**src/rtl/shift_double_counter.sv**
```systemverilog
// Registered shift/rotate/saturating-double datapath with a saturating, clearable
// count of executed operations. All outputs are flops updated only when in_valid=1.
module shift_double_counter #(
  parameter int unsigned WIDTH     = 8,
  parameter int unsigned STEP      = 1,
  parameter int unsigned CNT_WIDTH = 8
) (
  input  logic                 clk,
  input  logic                 rst_n,
  input  logic                 in_valid,
  input  logic [WIDTH-1:0]     data_in,
  input  logic [2:0]           control,
  output logic [WIDTH-1:0]     data_out,
  output logic                 carry_out,
  output logic [CNT_WIDTH-1:0] op_count,
  output logic                 cnt_sat
);

  typedef enum logic [2:0] {
    OpHold   = 3'b000,
    OpLoad   = 3'b001,
    OpShl    = 3'b010,
    OpShr    = 3'b011,
    OpRol    = 3'b100,
    OpRor    = 3'b101,
    OpDouble = 3'b110,
    OpClear  = 3'b111
  } op_e;

  localparam logic [CNT_WIDTH-1:0] CntOne = {{(CNT_WIDTH-1){1'b0}}, 1'b1};

  logic [WIDTH-1:0]     data_d;
  logic                 carry_d;
  logic [CNT_WIDTH-1:0] count_d;
  logic                 count_inc;
  logic                 count_clr;
  logic [WIDTH-1:0]     rol_val;
  logic [WIDTH-1:0]     ror_val;

  assign rol_val = (data_out << STEP) | (data_out >> (WIDTH - STEP));
  assign ror_val = (data_out >> STEP) | (data_out << (WIDTH - STEP));

  always_comb begin
    data_d    = data_out;
    carry_d   = carry_out;
    count_inc = 1'b0;
    count_clr = 1'b0;
    case (op_e'(control))
      OpHold: ;
      OpLoad: begin
        data_d    = data_in;
        carry_d   = 1'b0;
        count_inc = 1'b1;
      end
      OpShl: begin
        data_d    = data_out << STEP;
        carry_d   = |data_out[WIDTH-1 -: STEP];
        count_inc = 1'b1;
      end
      OpShr: begin
        data_d    = data_out >> STEP;
        carry_d   = |data_out[STEP-1:0];
        count_inc = 1'b1;
      end
      OpRol: begin
        data_d    = rol_val;
        carry_d   = rol_val[0];
        count_inc = 1'b1;
      end
      OpRor: begin
        data_d    = ror_val;
        carry_d   = ror_val[WIDTH-1];
        count_inc = 1'b1;
      end
      OpDouble: begin
        // Doubling a value with the MSB set overflows, so clamp to all ones.
        if (data_out[WIDTH-1]) begin
          data_d  = '1;
          carry_d = 1'b1;
        end else begin
          data_d  = data_out << 1;
          carry_d = 1'b0;
        end
        count_inc = 1'b1;
      end
      OpClear: begin
        data_d    = '0;
        carry_d   = 1'b0;
        count_clr = 1'b1;
      end
      default: ;
    endcase
  end

  always_comb begin
    count_d = op_count;
    if (count_clr) begin
      count_d = '0;
    end else if (count_inc && !cnt_sat) begin
      count_d = op_count + CntOne;
    end
  end

  always_ff @(posedge clk or negedge rst_n) begin
    if (!rst_n) begin
      data_out  <= '0;
      carry_out <= 1'b0;
      op_count  <= '0;
      cnt_sat   <= 1'b0;
    end else if (in_valid) begin
      data_out  <= data_d;
      carry_out <= carry_d;
      op_count  <= count_d;
      // Registered alongside op_count so it flags max in the same cycle.
      cnt_sat   <= (count_d == {CNT_WIDTH{1'b1}});
    end
  end

endmodule

```
**config.mk**
```make
export PLATFORM = sky130hd
export DESIGN_NAME = shift_double_counter
export DESIGN_NICKNAME = d
export VERILOG_FILES = /design/src/rtl/shift_double_counter.sv
export SDC_FILE = /design/constraint.sdc
export NUM_CORES = 1
export LEC_CHECK = 0
export CAP_MARGIN = 30
export CORE_ASPECT_RATIO = 1.5
export CORE_UTILIZATION = 52
export CTS_CLUSTER_SIZE = 12
export DETAILED_ROUTE_END_ITERATION = 16
export PLACE_DENSITY = 0.89
export SLEW_MARGIN = 10
export SYNTH_ARGS = -nofsm -noshare
export SYNTH_HDL_FRONTEND = slang
export SYNTH_SLANG_ARGS = --single-unit
```
**constraint.sdc**
```tcl
create_clock -name clk -period 4.8 [get_ports clk]
set_input_delay 0.48 -clock clk [delete_from_list [all_inputs] [get_ports clk]]
set_output_delay 0.48 -clock clk [all_outputs]
set_load 0.01 [all_outputs]
```
==> results of run 1 <==
-- area by class of cell --
class | count | area share (%)
Inverter | 4 | 0.9670
Timing Repair Buffer | 31 | 19.98
Multi-Input combinational cell | 122 | 45.85
Tap cell | 23 | 1.853
Clock buffer | 4 | 2.337
Sequential cell | 18 | 29.01
-- stage by stage --
step                util (%)  instances  setup slack (ns)  power (uW)
CTS                    69.52        202             2.513       476.1
global placement       67.90        198             2.337       372.0
floorplan                  -        154             3.181       296.4
finish                 69.52        202             2.493       477.3
global route           69.52        202             2.375       507.0
detailed placement     67.90        198             2.233       377.4
-- placed cells by master, fill, tap and decap left out, types with 2 or more instances in the layout --
cell,count
a22o_1,2
nand4_1,2
a21oi_1,16
clkbuf_4,3
a31oi_1,2
dfrtp_1,18
nor4_4,2
clkdlybuf4s50_1,31
xor2_1,2
nor2_1,19
nand3_1,5
nand2_1,18
inv_1,4
and2_1,2
nor3_1,3
nand3b_1,2
a221oi_1,3
o21ai_0,23
-- cells in the mapped netlist --
| cell type | number |
|---|---|
| o2bb2ai_1 | 1 |
| buf_6 | 2 |
| ha_1 | 1 |
| and3_4 | 1 |
| nor3b_1 | 1 |
| a41oi_1 | 1 |
| nor2_1 | 19 |
| nor4_4 | 2 |
| nand2b_1 | 1 |
| a21boi_2 | 1 |
| clkbuf_2 | 2 |
| xor2_1 | 2 |
| dfrtp_1 | 18 |
| o31ai_1 | 1 |
| or2_2 | 1 |
| a21boi_0 | 1 |
| nand3b_1 | 2 |
| and2_1 | 2 |
| o21bai_1 | 1 |
| a21oi_1 | 16 |
| a32o_1 | 1 |
| nand4_1 | 2 |
| nand2_1 | 18 |
| nand4b_1 | 1 |
| a211oi_1 | 1 |
| inv_1 | 4 |
| nor3_2 | 1 |
| o31a_1 | 1 |
| clkbuf_1 | 3 |
| a21o_1 | 1 |
| buf_2 | 3 |
| o21ai_0 | 23 |
| nor3_4 | 1 |
| o22ai_1 | 1 |
| a31oi_1 | 2 |
| nand3_1 | 5 |
| o21ai_1 | 1 |
| a22o_1 | 2 |
| and3_1 | 1 |
| nor3_1 | 3 |
| a221oi_1 | 3 |
-- logic make-up after synthesis --
logic type	count (synthesis)	synth area share, %
DFF	18	36.44
buffers and inverters	14	5.971
xor gates and xnor gates	2	1.417
AOI/OAI and AO/OA	58	28.14
adders and majority gates	1	1.012
and+or+nand+nor	61	27.02
-- worst paths after layout --
| path | startpoint | to | slack (ns) |
|---|---|---|---|
| hold reg to reg | op_count[7]$_DFFE_PN0P_ | op_count[7]$_DFFE_PN0P_ | 0.54 |
| max in group asynchronous | rst_n | op_count[6]$_DFFE_PN0P_ | 3.66 |
| setup reg to reg | op_count[1]$_DFFE_PN0P_ | cnt_sat$_DFFE_PN0P_ | 2.97 |
| setup / recovery | control[2] | cnt_sat$_DFFE_PN0P_ | 2.49 |
| min in group asynchronous | rst_n | op_count[0]$_DFFE_PN0P_ | 0.63 |
| hold / removal | op_count[7]$_DFFE_PN0P_ | op_count[7]$_DFFE_PN0P_ | 0.54 |
-- power groups by stage --
stage	registers, uW	logic (uW)	clock network [uW]
finish	208	171	98.5
global route	212	188	107
CTS	206	171	98.9
detailed placement	209	169	0
global placement	209	163	0
floorplan	212	84.2	0
-- registers in the layout, indices dropped and copies added (netlist names) --
register / count
cnt_sat: 1
op_count: 8
carry_out: 1
data_out: 8
-- per-layer routing --
metal / vias up / part of all wire, %
li1: 605 / -
met2: 66 / 54
met1: 593 / 37
met3: 16 / 5.5
met5: - / 0
met4: 0 / 3.6
-- worst max-delay path: cells and delay by family --
family / cells / cell delay [ns]
AND/OR/NAND/NOR: 3 / 0.96
buffers and inverters: 1 / 0.63
AO/OA/AOI/OAI: 2 / 0.47
==> summary.txt, run 1 <==
Power
  – Cell Pwr Density: 307.4 nW/um^2
  – Net switching power of the design: ~170 uW
  – Worst IR drop on VDD: 0.2029 mV
  – Internal power: ~300 uW
  – Combinational power share: between 30% and 40%
  – P_leak: around 0.0006 uW
  – Seq pwr share: 43.5%
  – Sw Share: a little over a third
  – Clock share of power: 20.6%

Timing
  – Final Max Tran Viols: 0
  – Setup TNS: 0 ns
  – Final period util: a little under 50%
  – Final min period: between 2 and 2.5 ns
  – Max frequency: around 430 MHz
  – Slew @ Worst Pin: around 0.8 ns
  – Clock skew: 0.005315 ns
  – Final setup violation count: 0
  – RSZ-0062 raised after global routing: false
  – WHS: ~0.54 ns
  – Slew HR: ~45%
  – Endpoints failing hold: 0

Global route
  – M3 GR Usage: about 4.6%
  – Vias in the first global route: 1239
  – M1 GR Usage: approximately a quarter
  – Global-route wire length before repair: 5.319 mm
  – Largest net degree at the start of global routing: 22
  – GRT Total Usage: approximately 27%
  – GRT met2 Usage: between 50% and 60%
  – Global route overflow: 0
  – Initial antenna violation count: 0
  – GRT busiest layer: met2

Worst setup path
  – CP max stage cell: nor2_1
  – Most used cell, CP: nor2_1
  – Worst-path maximum fanout: 13
  – Worst path max stage delay: around 0.70 ns
  – Crit path DAT: between 2 and 3 ns
  – Element type at the critical path end: flop
  – Critical Path Start Type: input pin
  – Critical Path, Cell by Cell: clkdlybuf4s50_1 > nor2_1 > nor2_1 > a211oi_1 > nand4_1 > o2bb2ai_1
  – Data required, critical path: approximately 5.0 ns
  – Kind of critical path: in2reg
  – Worst R2R Path Depth: 6

Clock network
  – Clk_lat worst skew: just over 0.3 ns
  – CTS clk-pin slew, worst paths: ~0.11 ns
  – Clock tree from TritonCTS: done
  – CTS-repair resized insts: 0
  – CTS root buffer: clkbuf_4
  – CTS Buf Count: 3
  – CTS max path bufs: 2
  – Hold-fix buffers, CTS: 0
  – H-tree depth reported by CTS: 1
  – Setup Buffers After CTS: 0
  – Clk sinks: 18

Hold path
  – Hold Path Stages: 1
  – Hold Path Class: reg2reg

Synthesis
  – Post-synth cell types: between 40 and 50
  – Seq/Total Area, Yosys: ~36%
  – Number of synthesis warnings: 0
  – Post-synth net total: between 150 and 200
  – Netlist Area Pre-Place: 1236 um^2
  – Cell taking the most area after synthesis: dfrtp_1
  – Top post-synthesis cells by area: dfrtp_1 (36%), o21ai_0 (9.3%), a21oi_1 (6.5%)
  – #FFs+latches synth: 18
  – Synth top area share: 36.44%
  – Cell count after synthesis: roughly 150
  – Avg Inst Size Synth: between 8 and 9 um^2

Floorplan
  – Initial core utilization: 55.35%
  – Site row count: 21
  – DIE WIDTH: between 40 and 50 um
  – Die H: a little over 60 um
  – DIE AREA: 2580 um^2
  – Core box area: about 2200 um^2
  – Io pins: 32

Drt
  – Drt total wl: approximately 3.3 mm
  – First-pass DRT Iterations: 5
  – Via count: about 1300
  – Remaining DRCs: 0
  – Routed WL per cell: around 16 um
  – Vias/cell: ~6.3
  – Remaining antenna violation count: 0
  – Initial DRC count: 50

Cells and area
  – Share of layout cells above drive strength 1: just over 6%
  – Fin nets: roughly 200
  – Layout overhead on the synthesized area: 25.61%
  – FILL cells: 183
  – Fin area: about 1600 um^2
  – Multi-input logic area: 711.9 um^2
  – Diodes inserted: 0
  – Storage cell area: 450.4 um^2

Flow run
  – Max-cap viol count: 0

Placed design
  – Routability cong.: approximately 0.90
  – Input/output buffers: 31
  – DP Area: 1516 um^2
  – Dpl hpwl: 2.357 mm

Outcome
  – Status: finished, final reports clean
Power figures use the tool's default switching activity.
==> inputs of run 2 (changes only) <==
- CORE_UTILIZATION: 52 -> 43
- PLACE_DENSITY: 0.89 -> 0.8
- clock period: 4.8 -> 1.9 ns (I/O delays scaled with it)
==> summary.txt, run 2 (same netlist as run 1, synthesis figures left out) <==
Worst setup path
  – CP max stage cell: clkdlybuf4s50_1
  – Worst setup path startpoint: cnt_sat$_DFFE_PN0P_
  – Number of buffers and inverters on the critical path: 1 (unchanged)
  – Worst-path maximum fanout: 10 (-3)
  – Crit path DAT: 1.50 ns (-1.05 ns)
  – Data required, critical path: 1.71 ns (-3.33 ns)
  – Kind of critical path: reg2out
  – Element type at the critical path end: output pin
  – Reg-to-reg critical path startpoint: op_count[0]$_DFFE_PN0P_
  – Worst path max stage delay: 0.63 ns (-0.07 ns)
  – Critical Path, Cell by Cell: clkdlybuf4s50_1
  – Critical Path Start Type: flop
  – Top Family by Delay on Critical Path: buffers and inverters

Cells and area
  – Fin area: 1664 um^2 (+7.2%)
  – Multi-input logic area: 711.9 um^2 (unchanged)
  – FILL cells: 242 (+32%)
  – Top Registers: data_out: 8 flops, op_count: 8 flops
  – Storage cell area: 450.4 um^2 (unchanged)
  – Commonest non-fill, non-tap cell in the layout: clkdlybuf4s50_1
  – Diodes inserted: 0 (unchanged)
  – Fin nets: 205 (+5.1%)
  – Highest-count cells in the layout ignoring fill and taps: clkdlybuf4s50_1 (31), o21ai_0 (23), nor2_1 (19)
  – Share of layout cells above drive strength 1: 11.11% (+5.0 points)
  – Layout overhead on the synthesized area: 34.62%

Clock network
  – H-tree depth reported by CTS: 1 (unchanged)
  – Clk sinks: 18 (unchanged)
  – CTS Buf Count: 3 (unchanged)
  – CTS-repair resized insts: 0 (unchanged)
  – CTS root buffer: clkbuf_8
  – Clock tree from TritonCTS: done
  – Clk_lat worst skew: 0.26 ns (-0.05 ns)
  – Hold-fix buffers, CTS: 0 (unchanged)
  – CTS clk-pin slew, worst paths: 0.07 ns (-0.04 ns)
  – CTS max path bufs: 2 (unchanged)
  – Setup Buffers After CTS: 0 (unchanged)

Drt
  – Initial DRC count: 47 (-6.0%)
  – Remaining DRCs: 0 (unchanged)
  – Via count: 1328 (+3.8%)
  – Routed WL per cell: 15.89 um (-2.9%)
  – Vias/cell: 5.876 (-7.3%)
  – Drt total wl: 3.592 mm (+8.6%)
  – First-pass DRT Iterations: 4 (-1)
  – Remaining antenna violation count: 0 (unchanged)

Floorplan
  – Core box area: 2705 um^2 (+21%)
  – Site row count: 23 (+9.5%)
  – Initial core utilization: 45.70% (-9.7 points)
  – DIE WIDTH: 45.78 um (+9.5%)
  – DIE AREA: 3098 um^2 (+20%)
  – Die H: 67.67 um (+9.6%)
  – Io pins: 32 (unchanged)

Power
  – P_leak: 0.0006646 uW (+9.3%)
  – Cell Pwr Density: 793.7 nW/um^2 (+160%)
  – Worst IR drop on VDD: 0.4539 mV (+120%)

Global route
  – Vias in the first global route: 1347 (+8.7%)
  – Initial antenna violation count: 0 (unchanged)
  – Largest net degree at the start of global routing: 19 (-14%)
  – GRT Total Usage: 26.37% (-1.1 points)
  – Global-route wire length before repair: 5.940 mm (+12%)
  – Global route overflow: 0 (unchanged)

Timing
  – Clock skew: 0.0008039 ns (-0.004511 ns)
  – RSZ-0062 raised after global routing: false
  – Final period util: slightly below 90%
  – Slew HR: 70.76% (+26 points)
  – Endpoints failing hold: 0 (unchanged)
  – Setup TNS: 0 ns (unchanged)
  – Slew @ Worst Pin: 0.4385 ns (-0.3803 ns)
  – Final Max Tran Viols: 0 (unchanged)
  – Max frequency: between 500 and 600 MHz
  – Final setup violation count: 0 (unchanged)
  – Final min period: about 1.7 ns

Placed design
  – Routability cong.: 0.9410 (+4.7%)
  – Input/output buffers: 31 (unchanged)
  – Dpl hpwl: 2.679 mm (+14%)
  – DP Area: 1609 um^2 (+6.1%)

Outcome
  – Status: finished, final reports clean

Flow run
  – Max-cap viol count: 0 (unchanged)

Hold path
  – Hold Path Class: in2async
## run 2: changes by cell type in the layout (fill, tap and decap cells not counted), sizes merged
cell | previous run | this run
buf | 0 | 10
## run 2: final cells by class
cell class	count	share of cell area (%)
flip-flops and latches	18	27.07
multi-input cells	122	42.78
well taps	37	2.782
inverters	4	0.9023
repair buffers	41	23.16
clock buffers	4	3.308
## run 2: per-stage QoR
stage | worst slack [ns] | util, % | cells | total power [uW] | hold WS (ns)
floorplan | 0.2815 | - | 154 | 748.8 | -0.1056
global placement | 0.04822 | 59.48 | 222 | 971.3 | 0.5245
detailed placement | -0.001789 | 59.48 | 222 | 993.4 | 0.5152
CTS | 0.2176 | 61.52 | 226 | 1315 | 0.2768
global route | 0.1241 | 61.52 | 226 | 1401 | 0.2875
finish | 0.2102 | 61.52 | 226 | 1321 | 0.2662
## run 2: layer usage
| layer | up-vias | part of all wire (%) | wire length (um) | GRT usage, % |
|---|---|---|---|---|
| li1 | 625 | - | - | - |
| met1 | 634 | 39 | 1394 | 27.74 |
| met2 | 56 | 54 | 1933 | 47.68 |
| met3 | 13 | 4.4 | 158 | 4.545 |
| met4 | 0 | 3.0 | 106 | 14.34 |
| met5 | - | 0 | 0 | 0 |
## run 2: path summary, 6_finish.rpt
check | to | slack, ns | depth (start not counted)
max in group asynchronous | data_out[2]$_DFFE_PN0P_ | 1.43 | 2
max reg2reg | cnt_sat$_DFFE_PN0P_ | 0.24 | 6
min | cnt_sat$_DFFE_PN0P_ | 0.27 | 2
min reg2reg | carry_out$_DFFE_PN0P_ | 0.52 | 2
min in group clk | carry_out$_DFFE_PN0P_ | 0.52 | 2
max | cnt_sat | 0.21 | 1
## run 2: power breakdown
group | switching, uW | internal [uW] | total [uW] | leakage (uW)
sequential | 67.1 | 439 | 506 | 0.000229
combinational | 238 | 248 | 486 | 0.000407
clock | 144 | 185 | 329 | 0.0000288
